**src/rtl/uart_rx_ctrl.sv**
```systemverilog
// uart_rx_ctrl: 8N1 UART receiver sequencing a shared baud counter, valid/ready byte output
module uart_rx_ctrl #(
  parameter int DATA_BITS   = 8,
  parameter int SYNC_STAGES = 2
) (
  input  logic                 clk,
  input  logic                 rstn,
  input  logic                 rx,
  input  logic                 half_bit_flag,
  output logic                 cnt_reset,
  output logic [DATA_BITS-1:0] rx_data,
  output logic                 rx_valid,
  input  logic                 rx_ready,
  output logic                 frame_err,
  output logic                 overrun_err,
  output logic                 busy
);
  localparam int IW = (DATA_BITS > 1) ? $clog2(DATA_BITS) : 1;
  localparam logic [IW-1:0] LAST = IW'(DATA_BITS - 1);
  localparam logic [1:0] IDLE = 2'd0, START = 2'd1, DATA = 2'd2, STOP = 2'd3;
  logic [1:0]             state;
  logic [SYNC_STAGES-1:0] sync;
  logic                   rx_s, rx_d, good;
  logic [DATA_BITS-1:0]   shreg;
  logic [IW-1:0]          bit_idx;
  assign rx_s      = sync[SYNC_STAGES-1];
  assign cnt_reset = state == IDLE;
  assign busy      = state != IDLE;
  assign good      = state == STOP && half_bit_flag && rx_s;
  always_ff @(posedge clk) begin
    if (!rstn) begin
      state       <= IDLE;
      sync        <= '1;
      rx_d        <= 1'b1;
      shreg       <= '0;
      bit_idx     <= '0;
      rx_data     <= '0;
      rx_valid    <= 1'b0;
      frame_err   <= 1'b0;
      overrun_err <= 1'b0;
    end else begin
      sync        <= {sync[SYNC_STAGES-2:0], rx};
      rx_d        <= rx_s;
      frame_err   <= 1'b0;
      overrun_err <= 1'b0;
      if (rx_valid && rx_ready) rx_valid <= 1'b0;
      // an accept in the completion cycle frees the slot for the new byte
      if (good) begin
        if (!rx_valid || rx_ready) begin
          rx_data  <= shreg;
          rx_valid <= 1'b1;
        end else overrun_err <= 1'b1;
      end
      case (state)
        IDLE:  if (rx_d && !rx_s) state <= START;
        START: if (half_bit_flag) begin
          state   <= rx_s ? IDLE : DATA;
          bit_idx <= '0;
        end
        DATA:  if (half_bit_flag) begin
          shreg[bit_idx] <= rx_s;
          if (bit_idx == LAST) state <= STOP;
          else bit_idx <= bit_idx + IW'(1);
        end
        STOP:  if (half_bit_flag) begin
          state     <= IDLE;
          frame_err <= !rx_s;
        end
      endcase
    end
  end
endmodule

```
**config.mk**
```make
export PLATFORM = sky130hd
export DESIGN_NAME = uart_rx_ctrl
export DESIGN_NICKNAME = d
export VERILOG_FILES = /design/src/rtl/uart_rx_ctrl.sv
export SDC_FILE = /design/constraint.sdc
export NUM_CORES = 1
export LEC_CHECK = 0
export BUFFER_PORTS_ARGS = -buffer_cell sky130_fd_sc_hd__buf_4
export CELL_PAD_IN_SITES_DETAIL_PLACEMENT = 0
export CELL_PAD_IN_SITES_GLOBAL_PLACEMENT = 2
export CORE_MARGIN = 4
export CORE_UTILIZATION = 34
export CTS_CLUSTER_SIZE = 8
export DETAILED_ROUTE_END_ITERATION = 16
export GPL_ROUTABILITY_DRIVEN = 0
export PLACE_DENSITY = 0.79
export RECOVER_POWER = 25
export SLEW_MARGIN = 0
export SYNTH_ARGS = -nofsm -noshare
export SYNTH_HDL_FRONTEND = slang
export SYNTH_SLANG_ARGS = --single-unit
```
**constraint.sdc**
```tcl
create_clock -name clk -period 1.7 [get_ports clk]
set_input_delay 0.34 -clock clk [delete_from_list [all_inputs] [get_ports clk]]
set_output_delay 0.34 -clock clk [all_outputs]
set_load 0.01 [all_outputs]
```
==> summary.log, run 1 <==
qor: finish.final_design_area_no_fill 0.00129 mm2
qor: grt.grt_max_degree 29
qor: pwr.vdd_ir_drop_max 280 uV
qor: floorplanning.placeableCoreArea 0.00313 mm2
qor: sta.hold-worst-slack 0.189 ns
qor: pwr.p_switching 0.000208 W
qor: synthesis.yosys.area_share.simple 26.5%
qor: hold_path.worstHoldPathCells 2
qor: floorplanning.floorplan.rows 20
qor: sta.slew-limit-headroom 72.0%
qor: drt.dr_total_vias 788
qor: setup_path.critical_path.max_fanout 10
qor: status.status finished, final reports clean
qor: placement.detailedPlacementHpwl 1330 um
qor: synthesis.synth_top_family_by_area simple AND/OR/NAND/NOR gates
qor: setup_path.timing.setup.critical_path_class flip-flop to output port
qor: setup_path.crit_path_start_kind flip-flop
qor: synthesis.number_of_synthesized_register_bits 27
qor: drt.dr.first_iter.drc_count 20
qor: synthesis.synth-xor-area-share 0%
qor: pwr.seqPwrFrac 67.2%
qor: synthesis.synth_flop_cell sky130_fd_sc_hd__dfxtp_1
qor: floorplanning.chipHeight 65.8 um
qor: drt.drt-total-wl 1920 um
qor: placement.dpl_cell_area 0.00129 mm2
qor: setup_path.crit_start state[0]
qor: placement.dpl_worst_slack 0.245 ns
qor: sta.period_minus_slack 1.55 ns
qor: sta.tightest_slew 0.420 ns
qor: synthesis.syn_avg_cell_area 10.3 um2
qor: synthesis.yosysUniqueCellTypes 28
qor: cts.cts_sink_cnt 27
qor: synthesis.multiplexer_fraction_of_the_synthesized_cell_area 15.0%
qor: sta.timing.final.setup_violations 0
qor: setup_path.r2r.worst_path.cells 5
qor: hold_path.hold_path.startpoint rx
qor: pwr.comb_power_share 4.3%
qor: sta.postLayoutSetupSlackWorst 0.146 ns
qor: grt.grt_antenna_before_repair 0
qor: floorplanning.start_util 36.3%
qor: cts.cts_made_buffers 3
qor: floorplanning.die_w 65.8 um
qor: sta.final-max-slew-violation-count 0
qor: drt.firstDrtPassIters 5
qor: sta.setup-tns-final 0 ns
qor: floorplanning.ports_placed_on_the_boundary 18
qor: setup_path.cp-endpoint cnt_reset
qor: setup_path.critPathCaptureType output port
qor: setup_path.worst_reg2reg_path_startpoint bit_idx[0]
qor: finish.synthToLayoutAreaGrowth 13.9%
qor: cts.h-tree-depth 1
qor: cts.clk_transition_reported_paths 0.14 ns
qor: synthesis.area_share_of_fa_ha_maj_cells_after_synthesis 2.20%
qor: placement.placed_cells_incl_taps 165
qor: sta.max_freq 0.643 GHz
qor: setup_path.r2r_end bit_idx[2]
qor: sta.final.setup_skew 0.00543 ns
qor: finish.final_layout_size_suffix_gt1_share 20.8%
qor: drt.per_cell_routed_wire_length 11.4 um
qor: pwr.total_leakage_power 0.522 nW
qor: synthesis.synth_async_sr_flop_share 0%
qor: cts.clk_latency 0.32 ns
qor: grt.grt.overflow.total 0
qor: hold_path.hold_class input port to flip-flop
qor: finish.final_cells 169
qor: drt.route.antenna.remaining_nets 0
qor: synthesis.syn_inst 110
qor: pwr.p_int 0.000747 W
qor: grt.grt_use_total 10.4%
qor: setup_path.reg2reg_setup_slack 0.23 ns
qor: sta.rsz0062_at_grt false
qor: synthesis.synth_nets 117
qor: floorplanning.design.die.area 0.00433 mm2
qor: pwr.power.density_cell_area 738 mW/mm2
qor: setup_path.worst_ep_arrival_time 1.21 ns
qor: placement.io_buffer_count 17
qor: synthesis.synth-compound-area-share 5.40%
qor: run.maxCapViolations 0
qor: grt.first_global_vias 773
qor: finish.insertedDiodeCount 0
qor: finish.finalNetCount 133
qor: synthesis.synth_edf_count 0
qor: setup_path.cp_data_required_time 1.36 ns
qor: grt.grt_pass1_wl 3510 um
qor: synthesis.yosys_warnings 0
qor: pwr.pwr-share-clk 28.5%
qor: synthesis.ys_seq_area_share 47.6%
qor: pwr.proportion_of_total_power_due_to_net_switching 21.8%
qor: cts.root_buf_cell sky130_fd_sc_hd__clkbuf_4
qor: drt.vias_per_cell 4.66
qor: cts.clock_tree.buffer_depth 2
qor: sta.timing_hold_violations_final 0
qor: synthesis.post_synth_instance_area 0.00114 mm2
qor: sta.timing.final.crit_share 91.4%
qor: cts.tritoncts built
qor: drt.drc_errors 0
## per-layer routing
layer  global-route usage (%)  up-vias  part of all wire [%]
li1                         -      406                     -
met1                     13.6      365                    49
met2                     15.8       15                    45
met3                     2.21        2                   4.9
met4                     5.44        0                  0.99
met5                        0        -                     0
## worst max-delay path: stages, from the launching register on
cell and delay, ns:
sky130_fd_sc_hd__dfxtp_1 0.42, sky130_fd_sc_hd__or2_2 0.31, sky130_fd_sc_hd__inv_1 0.06, sky130_fd_sc_hd__buf_4 0.11
## worst min-delay path by stage
stage / to / slack (ns)
5_1_grt: sync[0] / 0.18
2_1_floorplan: sync[1] / 0.39
3_3_place_gp: sync[1] / 0.39
3_5_place_dp: sync[1] / 0.39
6_report: sync[0] / 0.19
4_1_cts: sync[0] / 0.18
## flip-flops by register name, indices dropped and copies added (netlist names), named ones only
register,cells
frame_err,1
sync,2
rx_valid,1
overrun_err,1
shreg,8
rx_d,1
state,1
bit_idx,3
rx_data,8
## stage by stage
stage               total power, W  utilization (%)
floorplan                 0.000682                -
global placement          0.000700             41.3
detailed placement        0.000701             41.3
CTS                       0.000975             42.2
global route              0.000995             41.4
finish                    0.000955             41.4
## repair_timing
action | CTS | global route
buffers inserted | 0 | 0
endpoints found under the setup margin | 0 | 1
gates resized for setup | 0 | 1
hold buffers | 0 | 0
hold endpoints to repair | 0 | 0
## logic make-up (layout without fill, tap and decap cells)
family | Yosys count | after routing
compound gates | 7 | 7
buf+inv | 8 | 23
fa+ha+maj | 2 | 2
flops | 27 | 27
mux | 17 | 17
simple gates | 49 | 49
## placed cells by master (no fill, tap or decap)
cell                       count
sky130_fd_sc_hd__a21boi_0      1
sky130_fd_sc_hd__a31o_2        1
sky130_fd_sc_hd__a32o_1        3
sky130_fd_sc_hd__and4bb_1      1
sky130_fd_sc_hd__buf_4        15
sky130_fd_sc_hd__clkbuf_1      4
sky130_fd_sc_hd__clkbuf_4      3
sky130_fd_sc_hd__dfxtp_1      26
sky130_fd_sc_hd__dfxtp_2       1
sky130_fd_sc_hd__ha_1          2
sky130_fd_sc_hd__inv_1         1
sky130_fd_sc_hd__mux2i_1      17
sky130_fd_sc_hd__nand2_1      21
sky130_fd_sc_hd__nand2b_1      4
sky130_fd_sc_hd__nand3_1       2
sky130_fd_sc_hd__nand3b_1      2
sky130_fd_sc_hd__nand4_1       1
sky130_fd_sc_hd__nand4b_1      1
sky130_fd_sc_hd__nand4b_2      1
sky130_fd_sc_hd__nor2_1        6
sky130_fd_sc_hd__nor2_8        1
sky130_fd_sc_hd__nor2b_1       3
sky130_fd_sc_hd__nor3_1        1
sky130_fd_sc_hd__nor3_2        1
sky130_fd_sc_hd__nor3b_1       1
sky130_fd_sc_hd__nor3b_2       2
sky130_fd_sc_hd__o211a_1       1
sky130_fd_sc_hd__o21ai_1       1
sky130_fd_sc_hd__or2_2         1
## power by group through the flow
stage | Sequential, W | Clock (W) | Combinational [W]
5_1_grt | 0.000644 | 0.000305 | 0.0000461
3_3_place_gp | 0.000657 | 0 | 0.0000431
4_1_cts | 0.000643 | 0.000288 | 0.0000435
2_1_floorplan | 0.000653 | 0 | 0.0000289
6_report | 0.000642 | 0.000272 | 0.0000414
3_5_place_dp | 0.000657 | 0 | 0.0000435
## cells in the mapped netlist (2+ instances only)
cell	number	area share, %
sky130_fd_sc_hd__a32o_1	3	2.6
sky130_fd_sc_hd__buf_1	3	0.99
sky130_fd_sc_hd__buf_2	3	1.3
sky130_fd_sc_hd__dfxtp_1	27	48
sky130_fd_sc_hd__ha_1	2	2.2
sky130_fd_sc_hd__mux2i_1	17	15
sky130_fd_sc_hd__nand2_1	21	6.9
sky130_fd_sc_hd__nand2b_1	4	2.2
sky130_fd_sc_hd__nand3_1	2	0.88
sky130_fd_sc_hd__nand3b_1	2	1.3
sky130_fd_sc_hd__nor2_1	6	2.0
sky130_fd_sc_hd__nor2b_1	3	1.7
sky130_fd_sc_hd__nor3b_2	2	2.2
## layout make-up
class,instances,area [um2]
multi-input combinational,75,543
inverter,1,3.75
timing repair buffer,18,124
fill,326,1830
sequential,27,542
tap,44,55.1
clock buffer,4,26.3
(Power assumes the default switching activity.)
==> run 2: changes to the inputs <==
--- a/config.mk
+++ b/config.mk
@@ -10,6 +10,7 @@
 export CELL_PAD_IN_SITES_GLOBAL_PLACEMENT = 2
 export CORE_MARGIN = 4
 export CORE_UTILIZATION = 34
+export CTS_BUF_LIST = sky130_fd_sc_hd__clkbuf_16
 export CTS_CLUSTER_SIZE = 8
 export DETAILED_ROUTE_END_ITERATION = 16
 export GPL_ROUTABILITY_DRIVEN = 0
==> summary.log, run 2 (synthesis results as in run 1) <==
qor: status.status finished, final reports clean
qor: setup_path.max_stage_delay 0.41 ns [about the same]
qor: setup_path.cp_data_required_time 1.36 ns [about the same]
qor: grt.first_global_vias 777 [+0.52%]
qor: floorplanning.floorplan.rows 20 [unchanged]
qor: hold_path.hold_path.startpoint rx
qor: setup_path.crit_path_start_kind flip-flop
qor: finish.final_common_cell sky130_fd_sc_hd__dfxtp_1
qor: floorplanning.die_w 65.8 um [unchanged]
qor: placement.detailedPlacementHpwl 1330 um [unchanged]
qor: pwr.power.density_cell_area 894 mW/mm2 [+21%]
qor: drt.drt-total-wl 1940 um [+0.99%]
qor: floorplanning.design.die.area 0.00433 mm2 [unchanged]
qor: setup_path.crit_path_top_delay_cell sky130_fd_sc_hd__dfxtp_1
qor: finish.top_regs rx_data: 8 flops, shreg: 8 flops, bit_idx: 3 flops
qor: sta.period_minus_slack 1.51 ns [-0.0427 ns]
qor: cts.cts_sink_cnt 27 [unchanged]
qor: setup_path.critPathCaptureType output port
qor: cts.clk_transition_reported_paths 0.06 ns [-0.08 ns]
qor: cts.cts_hold_buffers 0 [unchanged]
qor: placement.io_buffer_count 17 [unchanged]
qor: sta.timing_hold_violations_final 0 [unchanged]
qor: finish.nFillCells 327 [+0.31%]
qor: setup_path.r2r.worst_path.cells 5 [unchanged]
qor: grt.grt.overflow.total 0 [unchanged]
qor: setup_path.worst_reg2reg_path_startpoint bit_idx[0]
qor: run.maxCapViolations 0 [unchanged]
qor: drt.per_cell_routed_wire_length 11.5 um [+0.99%]
qor: sta.tightest_slew 0.420 ns [+0.000000477 ns]
qor: sta.setup-tns-final 0 ns [unchanged]
qor: finish.mostFrequentLayoutCells sky130_fd_sc_hd__dfxtp_1, sky130_fd_sc_hd__nand2_1, sky130_fd_sc_hd__mux2i_1, sky130_fd_sc_hd__buf_4, sky130_fd_sc_hd__nor2_1
qor: grt.grt_antenna_before_repair 0 [unchanged]
qor: grt.grt_use_total 10.5% [+0.14 points]
qor: grt.grt_max_degree 29 [unchanged]
qor: sta.timing.final.setup_violations 0 [unchanged]
qor: cts.h-tree-depth 1 [unchanged]
qor: floorplanning.start_util 36.3% [unchanged]
qor: sta.slew-limit-headroom 72.0% [unchanged]
qor: cts.root_buf_cell sky130_fd_sc_hd__clkbuf_16
qor: setup_path.crit_path_cell_trace or2_2, inv_1, buf_4
qor: drt.vias_per_cell 4.65 [-0.25%]
qor: hold_path.worstHoldPathCells 2 [unchanged]
qor: drt.dr_total_vias 786 [-0.25%]
qor: hold_path.hold_class input port to flip-flop
qor: sta.final.setup_skew 0.00419 ns [-0.00124 ns]
qor: finish.synthToLayoutAreaGrowth 17.7%
qor: sta.max_freq 0.662 GHz [+2.8%]
qor: floorplanning.placeableCoreArea 0.00313 mm2 [unchanged]
qor: drt.drc_errors 0 [unchanged]
qor: cts.cts_made_buffers 3 [unchanged]
qor: setup_path.timing.setup.critical_path_class flip-flop to output port
qor: pwr.vdd_ir_drop_max 276 uV [-1.3%]
qor: drt.route.antenna.remaining_nets 0 [unchanged]
qor: drt.firstDrtPassIters 4 [-1]
qor: cts.tritoncts built
qor: floorplanning.ports_placed_on_the_boundary 18 [unchanged]
qor: cts.clock_tree.buffer_depth 2 [unchanged]
qor: cts.postCtsSetupRepairBufs 0 [unchanged]
qor: sta.final-max-slew-violation-count 0 [unchanged]
qor: pwr.total_leakage_power 0.540 nW [+3.5%]
qor: finish.insertedDiodeCount 0 [unchanged]
qor: floorplanning.chipHeight 65.8 um [unchanged]
qor: setup_path.critical_path.max_fanout 11 [+1]
qor: cts.quantity_of_gates_resized_following_cts 0 [unchanged]
qor: drt.dr.first_iter.drc_count 23 [+15%]
qor: sta.timing.final.crit_share 88.9% [-2.5 points]
qor: setup_path.worst_ep_arrival_time 1.17 ns [-0.04 ns]
qor: sta.rsz0062_at_grt false
qor: grt.grt_pass1_wl 3520 um [+0.20%]
qor: pwr.fin_total_pwr 0.00120 W [+25%]
qor: finish.finalNetCount 133 [unchanged]
qor: finish.final_layout_size_suffix_gt1_share 18.4% [-2.4 points]
qor: cts.clk_latency 0.25 ns [-0.07 ns]
## run 2: changes by cell type in the layout (fill, tap and decap cells not counted)
| cell | before | now |
|---|---|---|
| sky130_fd_sc_hd__clkbuf_1 | 4 | 5 |
| sky130_fd_sc_hd__buf_4 | 15 | 13 |
| sky130_fd_sc_hd__clkbuf_16 | 0 | 3 |
| sky130_fd_sc_hd__clkbuf_4 | 3 | 0 |
| sky130_fd_sc_hd__dfxtp_1 | 26 | 27 |
| sky130_fd_sc_hd__dfxtp_2 | 1 | 0 |
| sky130_fd_sc_hd__inv_1 | 1 | 2 |
## run 2: where the power goes
| part | switching [W] | total (W) | internal [W] | leakage, nW |
|---|---|---|---|---|
| Sequential | 0.00000496 | 0.000642 | 0.000637 | 0.218 |
| Combinational | 0.0000231 | 0.0000413 | 0.0000183 | 0.280 |
| Clock | 0.000198 | 0.000512 | 0.000314 | 0.0423 |
## run 2: cell type report
| class | instances | area, um2 | share of cell area (%) |
|---|---|---|---|
| multi-input cells | 75 | 543 | 40.6 |
| flip-flops and latches | 27 | 541 | 40.4 |
| repair buffers | 18 | 116 | 8.70 |
| clock buffers | 3 | 75.1 | 5.61 |
| well taps | 44 | 55.1 | 4.12 |
| clock inverters | 1 | 3.75 | 0.281 |
| inverters | 1 | 3.75 | 0.281 |
## run 2: worst paths after layout
check / end / slack (ns)
min reg2reg: sync[1] / 0.41
max reg2reg: bit_idx[2] / 0.24
min: sync[0] / 0.26
max: cnt_reset / 0.19
## run 2: per-stage QoR
step / utilization [%] / hold slack (ns) / setup slack, ns / instance area, um2 / instances
after floorplan: - / 0.386 / 0.331 / 1140 / 110
after global placement: 41.3 / 0.390 / 0.285 / 1290 / 165
after detailed placement: 41.3 / 0.392 / 0.245 / 1290 / 165
after CTS: 43.8 / 0.259 / 0.142 / 1370 / 169
after global routing: 42.8 / 0.269 / 0.0803 / 1340 / 169
final: 42.8 / 0.263 / 0.188 / 1340 / 169
## run 2: per-layer routing
metal	GRT usage [%]	vias up	share of wire, %
met2	15.4	13	45
met4	4.40	0	0.98
li1	-	406	-
met3	3.91	2	5.4
met1	13.7	365	48
met5	0	-	0
## run 2: worst max-delay path, delay by kind of cell, from the launching register on
family        cells  cell delay (ns)
buf+inv           2             0.17
simple gates      1             0.34
flops             1             0.41
